[src/rtl/cpu_mem_arb_pkg.sv]
`default_nettype none
// ============================================================================
// Module   : cpu_mem_arb_pkg
// Purpose  : Shared state encoding, constants and grant helper for the
//            instruction/data memory arbiter.
// Revision : 1.0 - initial release
// ============================================================================
package cpu_mem_arb_pkg;

    typedef logic [1:0] arb_state_t;

    localparam arb_state_t ST_IDLE   = 2'd0;
    localparam arb_state_t ST_BUSY_I = 2'd1;
    localparam arb_state_t ST_BUSY_D = 2'd2;
    localparam arb_state_t ST_RESP   = 2'd3;

    localparam logic [31:0] DEAD_WORD       = 32'hDEAD_BEEF;
    localparam int          DEF_STARVE_MAX  = 4;
    localparam int          DEF_TIMEOUT_CYC = 64;

    // Data wins arbitration unless fetch is also waiting and has been starved.
    function automatic logic data_wins(input logic d_req,
                                       input logic if_req,
                                       input logic starved);
        return d_req & ~(if_req & starved);
    endfunction

endpackage
`default_nettype wire

[src/rtl/arb_starve_cnt.sv]
`default_nettype none
// ============================================================================
// Module   : arb_starve_cnt
// Purpose  : Saturating starvation counter; clr has priority over inc.
// Revision : 1.0 - initial release
// ============================================================================
module arb_starve_cnt #(
    parameter int MAX   = 4,
    parameter int CNT_W = 4
) (
    input  logic clk,
    input  logic rst,
    input  logic inc,
    input  logic clr,
    output logic sat
);

    logic [CNT_W-1:0] count_q;
    logic [CNT_W-1:0] count_d;

    assign sat = (count_q == CNT_W'(MAX));

    always_comb begin
        count_d = count_q;
        if (clr) begin
            count_d = '0;
        end else if (inc && !sat) begin
            count_d = count_q + 1'b1;
        end
    end

    always_ff @(posedge clk) begin
        if (rst) begin
            count_q <= '0;
        end else begin
            count_q <= count_d;
        end
    end

endmodule
`default_nettype wire

[src/rtl/cpu_mem_arbiter.sv]
`default_nettype none
// ============================================================================
// Module   : cpu_mem_arbiter
// Purpose  : Arbitrates fetch and load/store ports onto one single-port memory
//            with a variable-latency req/ack handshake.
//            Optional macro CPU_MEM_ARBITER_TIMEOUT_EN enables the ack timeout.
// Revision : 1.0 - initial release
// ============================================================================
module cpu_mem_arbiter
    import cpu_mem_arb_pkg::*;
#(
    parameter int ADDR_W      = 32,
    parameter int DATA_W      = 32,
    parameter int STARVE_MAX  = DEF_STARVE_MAX,
    parameter int TIMEOUT_CYC = DEF_TIMEOUT_CYC
) (
    input  logic              clock,
    input  logic              reset,
    input  logic              if_req,
    input  logic [ADDR_W-1:0] if_addr,
    output logic              if_ack,
    output logic [DATA_W-1:0] if_rdata,
    output logic              if_stall,
    input  logic              d_req,
    input  logic              d_we,
    input  logic [ADDR_W-1:0] d_addr,
    input  logic [DATA_W-1:0] d_wdata,
    output logic              d_ack,
    output logic [DATA_W-1:0] d_rdata,
    output logic              d_stall,
    output logic              mem_req,
    output logic              mem_we,
    output logic [ADDR_W-1:0] mem_addr,
    output logic [DATA_W-1:0] mem_wdata,
    input  logic              mem_ack,
    input  logic [DATA_W-1:0] mem_rdata,
    output logic              err
);

    localparam logic [ADDR_W-1:0] WORD_MASK = ~ADDR_W'(3);

    generate
        if (STARVE_MAX < 1 || STARVE_MAX > 15) begin : g_bad_starve_max
            $error("cpu_mem_arbiter: STARVE_MAX must be in 1..15");
        end
        if (TIMEOUT_CYC < 1) begin : g_bad_timeout_cyc
            $error("cpu_mem_arbiter: TIMEOUT_CYC must be at least 1");
        end
    endgenerate

    arb_state_t        state_q, state_d;
    logic              mem_req_q, mem_req_d;
    logic              mem_we_q, mem_we_d;
    logic [ADDR_W-1:0] mem_addr_q, mem_addr_d;
    logic [DATA_W-1:0] mem_wdata_q, mem_wdata_d;
    logic              if_ack_q, if_ack_d;
    logic              d_ack_q, d_ack_d;
    logic [DATA_W-1:0] if_rdata_q, if_rdata_d;
    logic [DATA_W-1:0] d_rdata_q, d_rdata_d;

    logic              idle, busy, finish, abort;
    logic              grant_dat, grant_if;
    logic              starve_inc, starve_clr, starve_sat;
    logic [DATA_W-1:0] ret_word;

    assign idle      = (state_q == ST_IDLE);
    assign busy      = (state_q == ST_BUSY_I) || (state_q == ST_BUSY_D);
    assign grant_dat = idle & data_wins(d_req, if_req, starve_sat);
    assign grant_if  = idle & if_req & ~grant_dat;
    assign finish    = busy & (mem_ack | abort);
    assign ret_word  = abort ? DATA_W'(DEAD_WORD) : mem_rdata;

    // A data grant only counts toward starvation when fetch was left waiting.
    assign starve_inc = grant_dat & if_req;
    assign starve_clr = grant_if | (grant_dat & ~if_req);

    arb_starve_cnt #(
        .MAX   (STARVE_MAX),
        .CNT_W (4)
    ) u_starve_cnt (
        .clk (clock),
        .rst (reset),
        .inc (starve_inc),
        .clr (starve_clr),
        .sat (starve_sat)
    );

`ifdef CPU_MEM_ARBITER_TIMEOUT_EN
    localparam int WCNT_W = $clog2(TIMEOUT_CYC + 1);

    logic [WCNT_W-1:0] wcnt_q, wcnt_d;
    logic              err_q, err_d;

    // Abort in the TIMEOUT_CYC-th busy cycle so the ack lands TIMEOUT_CYC after mem_req.
    assign abort = busy & ~mem_ack & (wcnt_q == WCNT_W'(TIMEOUT_CYC - 1));
    assign err   = err_q;

    always_comb begin
        wcnt_d = wcnt_q;
        err_d  = abort;
        if (grant_dat || grant_if) begin
            wcnt_d = '0;
        end else if (busy) begin
            wcnt_d = wcnt_q + 1'b1;
        end
    end

    always_ff @(posedge clock) begin
        if (reset) begin
            wcnt_q <= '0;
            err_q  <= 1'b0;
        end else begin
            wcnt_q <= wcnt_d;
            err_q  <= err_d;
        end
    end
`else
    assign abort = 1'b0;
    assign err   = 1'b0;
`endif

    always_comb begin
        state_d     = state_q;
        mem_req_d   = mem_req_q;
        mem_we_d    = mem_we_q;
        mem_addr_d  = mem_addr_q;
        mem_wdata_d = mem_wdata_q;
        if_ack_d    = 1'b0;
        d_ack_d     = 1'b0;
        if_rdata_d  = if_rdata_q;
        d_rdata_d   = d_rdata_q;
        case (state_q)
            ST_IDLE: begin
                if (grant_dat) begin
                    state_d     = ST_BUSY_D;
                    mem_req_d   = 1'b1;
                    mem_we_d    = d_we;
                    mem_addr_d  = d_addr & WORD_MASK;
                    mem_wdata_d = d_wdata;
                end else if (grant_if) begin
                    state_d     = ST_BUSY_I;
                    mem_req_d   = 1'b1;
                    mem_we_d    = 1'b0;
                    mem_addr_d  = if_addr & WORD_MASK;
                    mem_wdata_d = '0;
                end
            end
            ST_BUSY_I, ST_BUSY_D: begin
                if (finish) begin
                    state_d   = ST_RESP;
                    mem_req_d = 1'b0;
                    mem_we_d  = 1'b0;
                    if (state_q == ST_BUSY_I) begin
                        if_ack_d   = 1'b1;
                        if_rdata_d = ret_word;
                    end else begin
                        d_ack_d = 1'b1;
                        // Completed stores keep the previous load data.
                        if (!mem_we_q || abort) begin
                            d_rdata_d = ret_word;
                        end
                    end
                end
            end
            ST_RESP: state_d = ST_IDLE;
            default: state_d = ST_IDLE;
        endcase
    end

    always_ff @(posedge clock) begin
        if (reset) begin
            state_q     <= ST_IDLE;
            mem_req_q   <= 1'b0;
            mem_we_q    <= 1'b0;
            mem_addr_q  <= '0;
            mem_wdata_q <= '0;
            if_ack_q    <= 1'b0;
            d_ack_q     <= 1'b0;
            if_rdata_q  <= '0;
            d_rdata_q   <= '0;
        end else begin
            state_q     <= state_d;
            mem_req_q   <= mem_req_d;
            mem_we_q    <= mem_we_d;
            mem_addr_q  <= mem_addr_d;
            mem_wdata_q <= mem_wdata_d;
            if_ack_q    <= if_ack_d;
            d_ack_q     <= d_ack_d;
            if_rdata_q  <= if_rdata_d;
            d_rdata_q   <= d_rdata_d;
        end
    end

    assign mem_req   = mem_req_q;
    assign mem_we    = mem_we_q;
    assign mem_addr  = mem_addr_q;
    assign mem_wdata = mem_wdata_q;
    assign if_ack    = if_ack_q;
    assign d_ack     = d_ack_q;
    assign if_rdata  = if_rdata_q;
    assign d_rdata   = d_rdata_q;
    assign if_stall  = if_req & ~if_ack_q;
    assign d_stall   = d_req & ~d_ack_q;

endmodule
`default_nettype wire

[config.mk]
export PLATFORM = sky130hd
export DESIGN_NAME = cpu_mem_arbiter
export DESIGN_NICKNAME = d
export VERILOG_FILES = /design/src/rtl/cpu_mem_arb_pkg.sv /design/src/rtl/arb_starve_cnt.sv /design/src/rtl/cpu_mem_arbiter.sv
export SDC_FILE = /design/constraint.sdc
export NUM_CORES = 1
export LEC_CHECK = 0
export CAP_MARGIN = 20
export CELL_PAD_IN_SITES_DETAIL_PLACEMENT = 1
export CELL_PAD_IN_SITES_GLOBAL_PLACEMENT = 2
export CORE_MARGIN = 10
export CORE_UTILIZATION = 22
export CTS_CLUSTER_SIZE = 28
export DETAILED_ROUTE_END_ITERATION = 7
export PLACE_DENSITY = 0.84
export REMOVE_ABC_BUFFERS = 1
export SETUP_SLACK_MARGIN = 0.5
export SLEW_MARGIN = 10
export SYNTH_ARGS = -nofsm -noshare
export SYNTH_HDL_FRONTEND = slang
export SYNTH_SLANG_ARGS = --single-unit
[constraint.sdc]
create_clock -name clock -period 2.5 [get_ports clock]
set_input_delay 0.75 -clock clock [delete_from_list [all_inputs] [get_ports clock]]
set_output_delay 0.75 -clock clock [all_outputs]
set_load 0.03 [all_outputs]
==> out/metrics.yaml, run 1 <==
coreArea_mm2: 0.0227
start_util: 0.224
synth_edf_count: 0
slowest_stage: "dlygate4sd2_1"
grt_pass1_wl_mm: 32.0
clockPowerShare: 0.268
yosysMostFrequentCell: "dfxtp_1"
io_buffers: 261
drc_errors: 0
grt.total_usage: 0.140
holdWs_ps: 448
dp.cells: 1133
startpoint_type: "flop"
synth_compound_gate_area_share: 0.130
drive_above_1_share: 0.0682
cp.required_ps: 1750
synth_area_per_cell_um2: 8.19
pwr-share-comb: 0.413
io_pins: 269
ys_warn_count: 0
worst_pin_slew_ps: 582
critical_path.max_fanout: 2
cts-htree-levels: 4
antenna_found_initial: 0
drt_iter0_markers: 227
p_sw_frac: 0.408
clock.fmax_mhz: 517
ys_seq_area_frac: 0.534
critical_path.top_delay_family: "buffers and inverters"
cts_hold_buf: 0
dieArea_mm2: 0.0296
wl_mm: 21.4
slew_headroom: 0.612
critPathKind: "reg2out"
netlist_area_mm2: 0.00509
power_switching_uw: 3700
synthAdderAreaFrac: 0.0123
die_x_um: 172
hold_path_class: "reg2reg"
hold_violations: 0
via_per_inst: 4.54
cts.sinks: 136
synthSimpleGateAreaFrac: 0.262
end_kind: "output pin"
fillers: 2684
fin_crit_ps: 1930
dp_hpwl_mm: 15.5
die_h_um: 172
cts_tree: "built"
worstPathCellList: "dlygate4sd2_1"
worst_path_largest_cell_delay_ps: 460
crit_arrival_ps: 1180
overflow: 0
synth_seq_cells: 136
synth_common_cells: "136 x dfxtp_1, 131 x nand2_1, 102 x nor2_1, 68 x a21oi_1, 33 x a22oi_1"
worst_skew_pair.late_latency_ps: 410
area_growth_pct: 66.1
synth.distinct_cells: 34
clk_pin_slew_ps: 60
synthTopCellsByArea: "dfxtp_1 53%, nand2_1 9.7%, nor2_1 7.5%"
max_cap_viol_count: 0
rsz0062_at_grt: "false"
num_vias: 5288
finClkSkew_ps: 14.3
ir_drop_mv: 0.400
synth-xor-area-share: 0
setup_viol: 0
grt_max_degree: 56
first_pass_iters: 4
fin_crit_sh: 0.774
synth_flop_cell: "dfxtp_1"
synth_mux_area_frac: 0.00393
crit_buf_inv: 1
outcome: "finished clean"
nNetsFinal: 1006
final_cells: 1165
detail-route-antenna-nets: 0
place_congestion: 0.714
post_cts_buffers: 0
power.internal_uw: 5380
grt_pass1_vias: 5516
synth_top_family_by_area: "simple AND/OR/NAND/NOR gates"
clockBufferDepth: 2
power.density_mw_per_mm2: 1070
slew_violations: 0
cts_buffers: 17
async_reset_ff_frac: 0
wl_per_cell_um: 18.4
pwr-share-seq: 0.320
antenna_cells: 0
synthCells: 622
cts_root_buf: "clkbuf_16"
yosys.area.top_type: "dfxtp_1"
leakagePower_uw: 0.00363
fp-row-count: 55
yosysTopAreaCellShare: 0.534
-- flip-flops by register name, summed over array words and instances (netlist names) --
| name | count |
|---|---|
| mem_addr | 30 |
| state_q | 2 |
| if_rdata | 32 |
| d_rdata | 32 |
| mem_wdata | 32 |
| mem_req | 1 |
| u_starve_cnt.count_q | 4 |
| mem_we | 1 |
| d_ack | 1 |
| if_ack | 1 |
-- cell type report --
cell class / instances / area [µm²] / share of cell area
sequential: 136 / 2720 / 0.322
timing repair buffer: 277 / 2690 / 0.317
clock inverter: 13 / 119 / 0.0140
inverter: 5 / 18.8 / 0.00222
tap: 285 / 357 / 0.0421
clock buffer: 19 / 443 / 0.0523
multi-input combinational: 430 / 2120 / 0.250
-- layout by cell type, fill, tap and decap left out, types with 2 or more instances in the layout --
| cell | instances |
|---|---|
| nor4_1 | 30 |
| dfxtp_1 | 136 |
| clkinvlp_4 | 4 |
| a21oi_1 | 68 |
| nor2_1 | 102 |
| inv_1 | 5 |
| buf_4 | 9 |
| nor2b_1 | 3 |
| clkdlybuf4s15_1 | 6 |
| buf_12 | 10 |
| dlygate4sd2_1 | 121 |
| nand3_1 | 3 |
| inv_6 | 4 |
| clkbuf_16 | 17 |
| nor3_1 | 31 |
| clkdlybuf4s15_2 | 2 |
| and2_1 | 2 |
| clkinv_2 | 3 |
| buf_2 | 2 |
| conb_1 | 3 |
| clkdlybuf4s50_1 | 126 |
| ha_1 | 5 |
| nor3b_1 | 2 |
| nand2_1 | 131 |
| a22oi_1 | 33 |
| mux2i_1 | 2 |
-- kinds of logic (layout without fill, tap and decap cells) --
kind of cell	after synthesis	after routing
simple gates	310	310
flops	136	136
compound gates	110	110
buf+inv	58	314
fa+ha+maj	5	5
mux	2	2
other cells	1	3
-- metal layers --
metal,vias to the layer above,part of all wire,GRT usage
met1,2481,0.42,0.155
met2,205,0.45,0.225
met5,-,0,0
met3,15,0.12,0.0787
met4,0,0.011,0.0424
li1,2587,-,-
-- power by group through the flow --
stage	Sequential, µW	Clock [µW]	Combinational, µW
CTS	2910	2520	3840
floorplan	3870	0	1180
global placement	2940	0	4120
global route	2960	2620	4100
finish	2900	2430	3750
detailed placement	2970	0	4140
-- tightest hold or removal path: cells and delay by family (launching register included) --
kind	cells	cell delay, ps
DFF	1	300
and+or+nand+nor	1	50
AOI/OAI and AO/OA	1	50
-- final timing paths --
path / from / endpoint / slack [ps] / cells past startpoint
setup / recovery: d_rdata[6]$_SDFFE_PP0P_ / d_rdata[6] / 570 / 1
hold / removal: if_rdata[4]$_SDFFE_PP0P_ / if_rdata[4]$_SDFFE_PP0P_ / 450 / 2
setup reg to reg: state_q[0]$_SDFFE_PP0P_ / mem_we$_SDFFE_PP0P_ / 690 / 6
hold reg to reg: if_rdata[4]$_SDFFE_PP0P_ / if_rdata[4]$_SDFFE_PP0P_ / 450 / 2
-- timing repair --
item                                    4_1_cts  5_1_grt
gates resized for setup                     143        7
pin swaps                                     0        0
endpoints found under the setup margin      132        6
-- metrics by stage --
step | utilization | worst slack, ps | cell area (µm²) | total power [µW] | TNS, ps
detailed placement | 0.355 | 64.9 | 8070 | 7110 | 0
floorplan | - | -1070 | 4830 | 5050 | -87140
CTS | 0.373 | 399 | 8460 | 9270 | 0
finish | 0.373 | 566 | 8460 | 9070 | 0
global route | 0.373 | 500 | 8460 | 9680 | 0
global placement | 0.355 | 135 | 8070 | 7060 | 0
Note: power is estimated with default switching activity, not from simulation.
==> inputs of run 2 (changes only) <==
--- a/config.mk
+++ b/config.mk
@@ -9,10 +9,10 @@
 export CELL_PAD_IN_SITES_DETAIL_PLACEMENT = 1
 export CELL_PAD_IN_SITES_GLOBAL_PLACEMENT = 2
 export CORE_MARGIN = 10
-export CORE_UTILIZATION = 22
+export CORE_UTILIZATION = 19
 export CTS_CLUSTER_SIZE = 28
 export DETAILED_ROUTE_END_ITERATION = 7
-export PLACE_DENSITY = 0.84
+export PLACE_DENSITY = 0.77
 export REMOVE_ABC_BUFFERS = 1
 export SETUP_SLACK_MARGIN = 0.5
 export SLEW_MARGIN = 10
==> constraint.sdc (replaced) <==
create_clock -name clock -period 1.59 [get_ports clock]
set_input_delay 0.477 -clock clock [delete_from_list [all_inputs] [get_ports clock]]
set_output_delay 0.477 -clock clock [all_outputs]
set_load 0.03 [all_outputs]
==> out/metrics.yaml, run 2 (synthesis results as in run 1) <==
outcome: "finished, violations left"
violations: "setup timing"
setup_viol: 34
drive_above_1_share: 0.648
fp-row-count: 59
finClkSkew_ps: 13.2
wl_met1_mm: 11.9
setup_ws_ps: -73.7
coreArea_mm2: 0.0262
critical_path.max_fanout: 8
dieArea_mm2: 0.0338
power.density_mw_per_mm2: 1720
worst_skew_pair.late_latency_ps: 420
worst_hold_startpoint: "reset"
cts.sinks: 136
slew_headroom: 0.646
grt_max_degree: 56
hold_violations: 0
drt_iter0_markers: 182
clock.fmax_mhz: 601
cts_root_buf: "clkbuf_16"
highest-signal-layer: "met4"
io_buffers: 261
cts_buffers: 17
grt.total_usage: 0.143
antenna_found_initial: 0
clockBufferDepth: 2
dp_hpwl_mm: 16.5
detail-route-antenna-nets: 0
cp.required_ps: 1930
wl_per_cell_um: 22.7
critPathKind: "in2reg"
holdPathStages: 2
leakagePower_uw: 0.00476
wl_met2_mm: 15.0
die_h_um: 184
dp.cells: 1213
crit_arrival_ps: 2000
place_congestion: 0.738
clk_pin_slew_ps: 70
hold_path_class: "in2reg"
rsz0062_at_grt: "true"
r2r-start: "state_q[0]$_SDFFE_PP0P_"
worst_pin_slew_ps: 530
fin_crit_ps: 1660
area_growth_pct: 139
die_x_um: 184
max_cap_viol_count: 0
setup_tns_ps: -1160
first_pass_iters: 4
rr_endpoint: "d_rdata[24]$_SDFFE_PP0P_"
slew_violations: 0
start_util: 0.194
grt_pass1_vias: 6140
drc_errors: 0
startpoint_type: "input port"
rr_worst_depth: 8
utilization: 0.465
ir_drop_mv: 0.692
grt_pass1_wl_mm: 36.9
fin_crit_sh: 1.05
fillers: 2800
wl_mm: 30.6
wl_met3_mm: 2.83
holdWs_ps: 410
num_vias: 6125
overflow: 0
via_per_inst: 4.55
end_kind: "flop"
nNetsFinal: 1136
final_common_cell: "clkdlybuf4s50_1"
final_cells: 1346
final_cell_mix: "126 x clkdlybuf4s50_1, 121 x dfxtp_2, 120 x buf_6, 92 x nand2_1, 76 x nor2_1"
cts_tree: "built"
r2r_slack_ps: -40
cts-htree-levels: 4
min_to: "u_starve_cnt.count_q[3]$_SDFFE_PP0P_"
io_pins: 269
cts_hold_buf: 0
## run 2: routing by layer
metal | track usage | up-vias
met4 | 0.0364 | 0
met1 | 0.165 | 2973
met3 | 0.0717 | 42
met2 | 0.230 | 254
li1 | - | 2856
met5 | 0 | -
## run 2: area by class of cell
class                           count  area, µm²  area share
Timing Repair Buffer              407       4970       0.408
Multi-Input combinational cell    430       3270       0.268
Sequential cell                   136       2920       0.239
Clock buffer                       19        453      0.0372
Tap cell                          335        419      0.0344
Clock inverter                     13        134      0.0110
Inverter                            5       21.3     0.00175
Antenna cell                        1       2.50    0.000205
## run 2: critical path, stage by stage
cell,delay [ps]
clkdlybuf4s50_1,530
nor4bb_4,340
buf_6,180
buf_12,120
buf_16,140
nand2_1,70
a21oi_1,130
## run 2: worst max-delay path by stage
| stage | start | slack [ps] | endpoint |
|---|---|---|---|
| finish | mem_ack | -70 | d_rdata[24]$_SDFFE_PP0P_ |
| global placement | if_req | -440 | mem_wdata[5]$_SDFFE_PP0P_ |
| floorplan | state_q[0]$_SDFFE_PP0P_ | -1790 | d_rdata[0]$_SDFFE_PP0P_ |
| global route | u_starve_cnt.count_q[0]$_SDFFE_PP0P_ | -120 | mem_addr[18]$_SDFFE_PP0P_ |
| detailed placement | if_req | -470 | mem_wdata[5]$_SDFFE_PP0P_ |
| CTS | state_q[0]$_SDFFE_PP0P_ | 30 | d_rdata[31]$_SDFFE_PP0P_ |
## run 2: per-stage QoR
step                      cell area (µm²)  setup slack (ps)  total power (µW)
after floorplan                      4830             -1790              7920
after global placement               8750              -438             12100
after detailed placement             8750              -465             12200
after CTS                           10200              27.4             17900
after global routing                12200              -121             21900
final                               12200             -73.7             20900
## run 2: repair_timing
action / CTS / global route
gates resized for setup: 777 / 323
endpoints found under the setup margin: 267 / 268
buffers inserted: 25 / 47
gates cloned: 8 / 20
pin swaps: 32 / 127
## run 2: power breakdown
| part | switching (µW) | total, µW | internal (µW) |
|---|---|---|---|
| combinational | 5840 | 11800 | 5940 |
| sequential | 705 | 5080 | 4380 |
| clock | 1750 | 4040 | 2280 |
==> inputs of run 3 (changes only) <==
--- a/config.mk
+++ b/config.mk
@@ -5,6 +5,7 @@
 export SDC_FILE = /design/constraint.sdc
 export NUM_CORES = 1
 export LEC_CHECK = 0
+export ABC_AREA = 1
 export CAP_MARGIN = 20
 export CELL_PAD_IN_SITES_DETAIL_PLACEMENT = 1
 export CELL_PAD_IN_SITES_GLOBAL_PLACEMENT = 2
@@ -12,10 +13,10 @@
 export CORE_UTILIZATION = 19
 export CTS_CLUSTER_SIZE = 28
 export DETAILED_ROUTE_END_ITERATION = 7
-export PLACE_DENSITY = 0.77
+export PLACE_DENSITY = 0.76
 export REMOVE_ABC_BUFFERS = 1
 export SETUP_SLACK_MARGIN = 0.5
-export SLEW_MARGIN = 10
+export SLEW_MARGIN = 20
 export SYNTH_ARGS = -nofsm -noshare
 export SYNTH_HDL_FRONTEND = slang
 export SYNTH_SLANG_ARGS = --single-unit
==> out/metrics.yaml, run 3 <==
r2r_slack_ps: 70
final_cell_mix: "127 x clkdlybuf4s50_1, 118 x nor2_1, 110 x dfxtp_2, 105 x buf_6, 63 x nand2_1"
grt.total_usage: 0.127
grt_max_degree: 33
critPathMostFrequentCell: "nor2_1"
async_reset_ff_frac: 0
hold_violations: 0
crit_buf_inv: 3
ys_seq_area_frac: 0.517
synth_edf_count: 0
fillers: 3019
antenna_found_initial: 0
setup_viol: 0
end_kind: "flop"
worstPathCellList: "clkdlybuf4s50_1 > nand2_4 > nor3_4 > inv_2 > buf_12 > nor2_1 > nor2_1"
yosysMostFrequentCell: "dfxtp_1"
critPathKind: "in2reg"
critical_path.max_fanout: 23
io_buffers: 261
via_per_inst: 4.21
num_vias: 5793
detail-route-antenna-nets: 0
cts_root_buf: "clkbuf_16"
highest-signal-layer: "met4"
synth_flop_cell: "dfxtp_1"
rr_endpoint: "d_rdata[26]$_SDFFE_PP0P_"
yosys.area.top_type: "dfxtp_1"
clock.fmax_mhz: 653
cts_buffers: 17
slew_violations: 0
pwr-share-comb: 0.531
synth_seq_cells: 136
power_switching_uw: 8170
drive_above_1_share: 0.588
synth_area_per_cell_um2: 7.89
ys_warn_count: 0
synthCells: 668
cts-htree-levels: 4
cts_hold_buf: 0
wl_per_cell_um: 18.8
fp-row-count: 60
synthTopCellsByArea: "dfxtp_1 52%, nor2_1 9.4%, nand2_1 8.5%"
hold_path_class: "reg2reg"
max_cap_viol_count: 0
wl_met3_mm: 2.04
wl_met2_mm: 12.7
crit_arrival_ps: 1840
setup_tns_ps: 0
area_growth_pct: 119
clockPowerShare: 0.200
antenna_cells: 0
coreArea_mm2: 0.0271
power.internal_uw: 12100
rr_worst_depth: 8
p_sw_frac: 0.403
fin_crit_sh: 0.964
ir_drop_mv: 0.696
grt_pass1_vias: 5757
wl_met1_mm: 10.9
utilization: 0.426
power.density_mw_per_mm2: 1760
die_h_um: 187
nNetsFinal: 1129
min_to: "mem_wdata[3]$_SDFFE_PP0P_"
cp.required_ps: 1900
finClkSkew_ps: 18.3
first_pass_iters: 4
netlist_area_mm2: 0.00527
wl_mm: 25.8
pwr-share-seq: 0.269
r2r-start: "state_q[1]$_SDFFE_PP0P_"
leakagePower_uw: 0.00464
fin_crit_ps: 1530
holdPathStages: 2
cts_tree: "built"
worst_hold_startpoint: "mem_wdata[3]$_SDFFE_PP0P_"
synth_common_cells: "136 x dfxtp_1, 132 x nor2_1, 119 x nand2_1, 66 x o21ai_0, 57 x o21ai_1"
cts.sinks: 136
worst_skew_pair.late_latency_ps: 420
worst_path_largest_cell_delay_ps: 580
grt_pass1_wl_mm: 35.0
outcome: "finished clean"
startpoint_type: "input port"
clk_pin_slew_ps: 70
rsz0062_at_grt: "true"
clockBufferDepth: 2
drc_errors: 0
dp_hpwl_mm: 16.5
place_congestion: 0.707
start_util: 0.194
dieArea_mm2: 0.0348
slowest_stage: "clkdlybuf4s50_1"
final_common_cell: "clkdlybuf4s50_1"
overflow: 0
drt_iter0_markers: 125
die_x_um: 187
io_pins: 269
synth.distinct_cells: 27
critical_path.top_delay_family: "buffers and inverters"
yosysTopAreaCellShare: 0.517
run 3: cell count changes after synthesis, sizes merged, moves of 3 or more:
cell    before  now
buf         23   30
nand3        3    6
nor3        31    3
nor4        30    0
inv          5   19
nor2b        3    0
clkbuf      30   17
nand2      131  120
a22oi       33    0
o21ai        2  125
nor2       102  132
run 3: cell families after synthesis:
group	count (synthesis)	share of synthesized area
compound gates	195	0.202
xor+xnor	2	0.00333
fa+ha+maj	5	0.0119
buf+inv	66	0.0705
flops	136	0.517
other cells	1	0.000712
simple gates	263	0.195
run 3: power by group through the flow:
| stage | clock network, µW | registers [µW] | logic (µW) |
|---|---|---|---|
| after floorplan | 0 | 6620 | 1900 |
| after global placement | 0 | 5000 | 7850 |
| after detailed placement | 0 | 5030 | 7890 |
| after CTS | 4220 | 5240 | 8300 |
| after global routing | 4380 | 5590 | 11400 |
| final | 4050 | 5460 | 10800 |
run 3: stage by stage:
stage / hold WS (ps) / instance area, µm² / total power [µW] / setup WS (ps) / cells
finish: 459 / 11500 / 20300 / 57.5 / 1375
floorplan: 438 / 4980 / 8520 / -538 / 623
global placement: 450 / 8880 / 12800 / -338 / 1298
CTS: 472 / 9860 / 17800 / 86.2 / 1340
detailed placement: 458 / 8880 / 12900 / -345 / 1298
global route: 482 / 11500 / 21400 / -62.8 / 1375
run 3: routing by layer:
layer,vias to the layer above,global-route usage
met1,2772,0.153
met4,0,0.0276
li1,2830,-
met3,9,0.0601
met2,182,0.201
met5,-,0
run 3: worst max path at each step:
stage | start | to | slack, ps | cells past startpoint
after detailed placement | d_req | d_stall | -350 | 4
final | mem_ack | d_rdata[26]$_SDFFE_PP0P_ | 60 | 7
after global routing | state_q[1]$_SDFFE_PP0P_ | d_rdata[26]$_SDFFE_PP0P_ | -60 | 8
after floorplan | state_q[0]$_SDFFE_PP0P_ | d_rdata[0]$_SDFFE_PP0P_ | -540 | 7
after global placement | d_req | d_stall | -340 | 4
after CTS | state_q[0]$_SDFFE_PP0P_ | d_rdata[13]$_SDFFE_PP0P_ | 90 | 8
run 3: repair_timing:
action | CTS | global route
gates cloned | 1 | 19
setup endpoints to repair | 268 | 268
resized for setup | 795 | 350
setup buffers | 9 | 16
pin swaps | 7 | 75
run 3: cell type report:
type	instances	area, µm²	area share
clock inverters	14	151	0.0131
flip-flops and latches	136	2920	0.253
multi-input cells	468	3100	0.269
inverters	19	108	0.00932
repair buffers	347	4340	0.376
repair inverters	1	16.3	0.00141
clock buffers	18	439	0.0381
well taps	372	465	0.0403
run 3: tightest hold or removal path: stages, from the launching register on:
cell	delay (ps)
dfxtp_2	340
nand2_4	50
a21oi_2	40
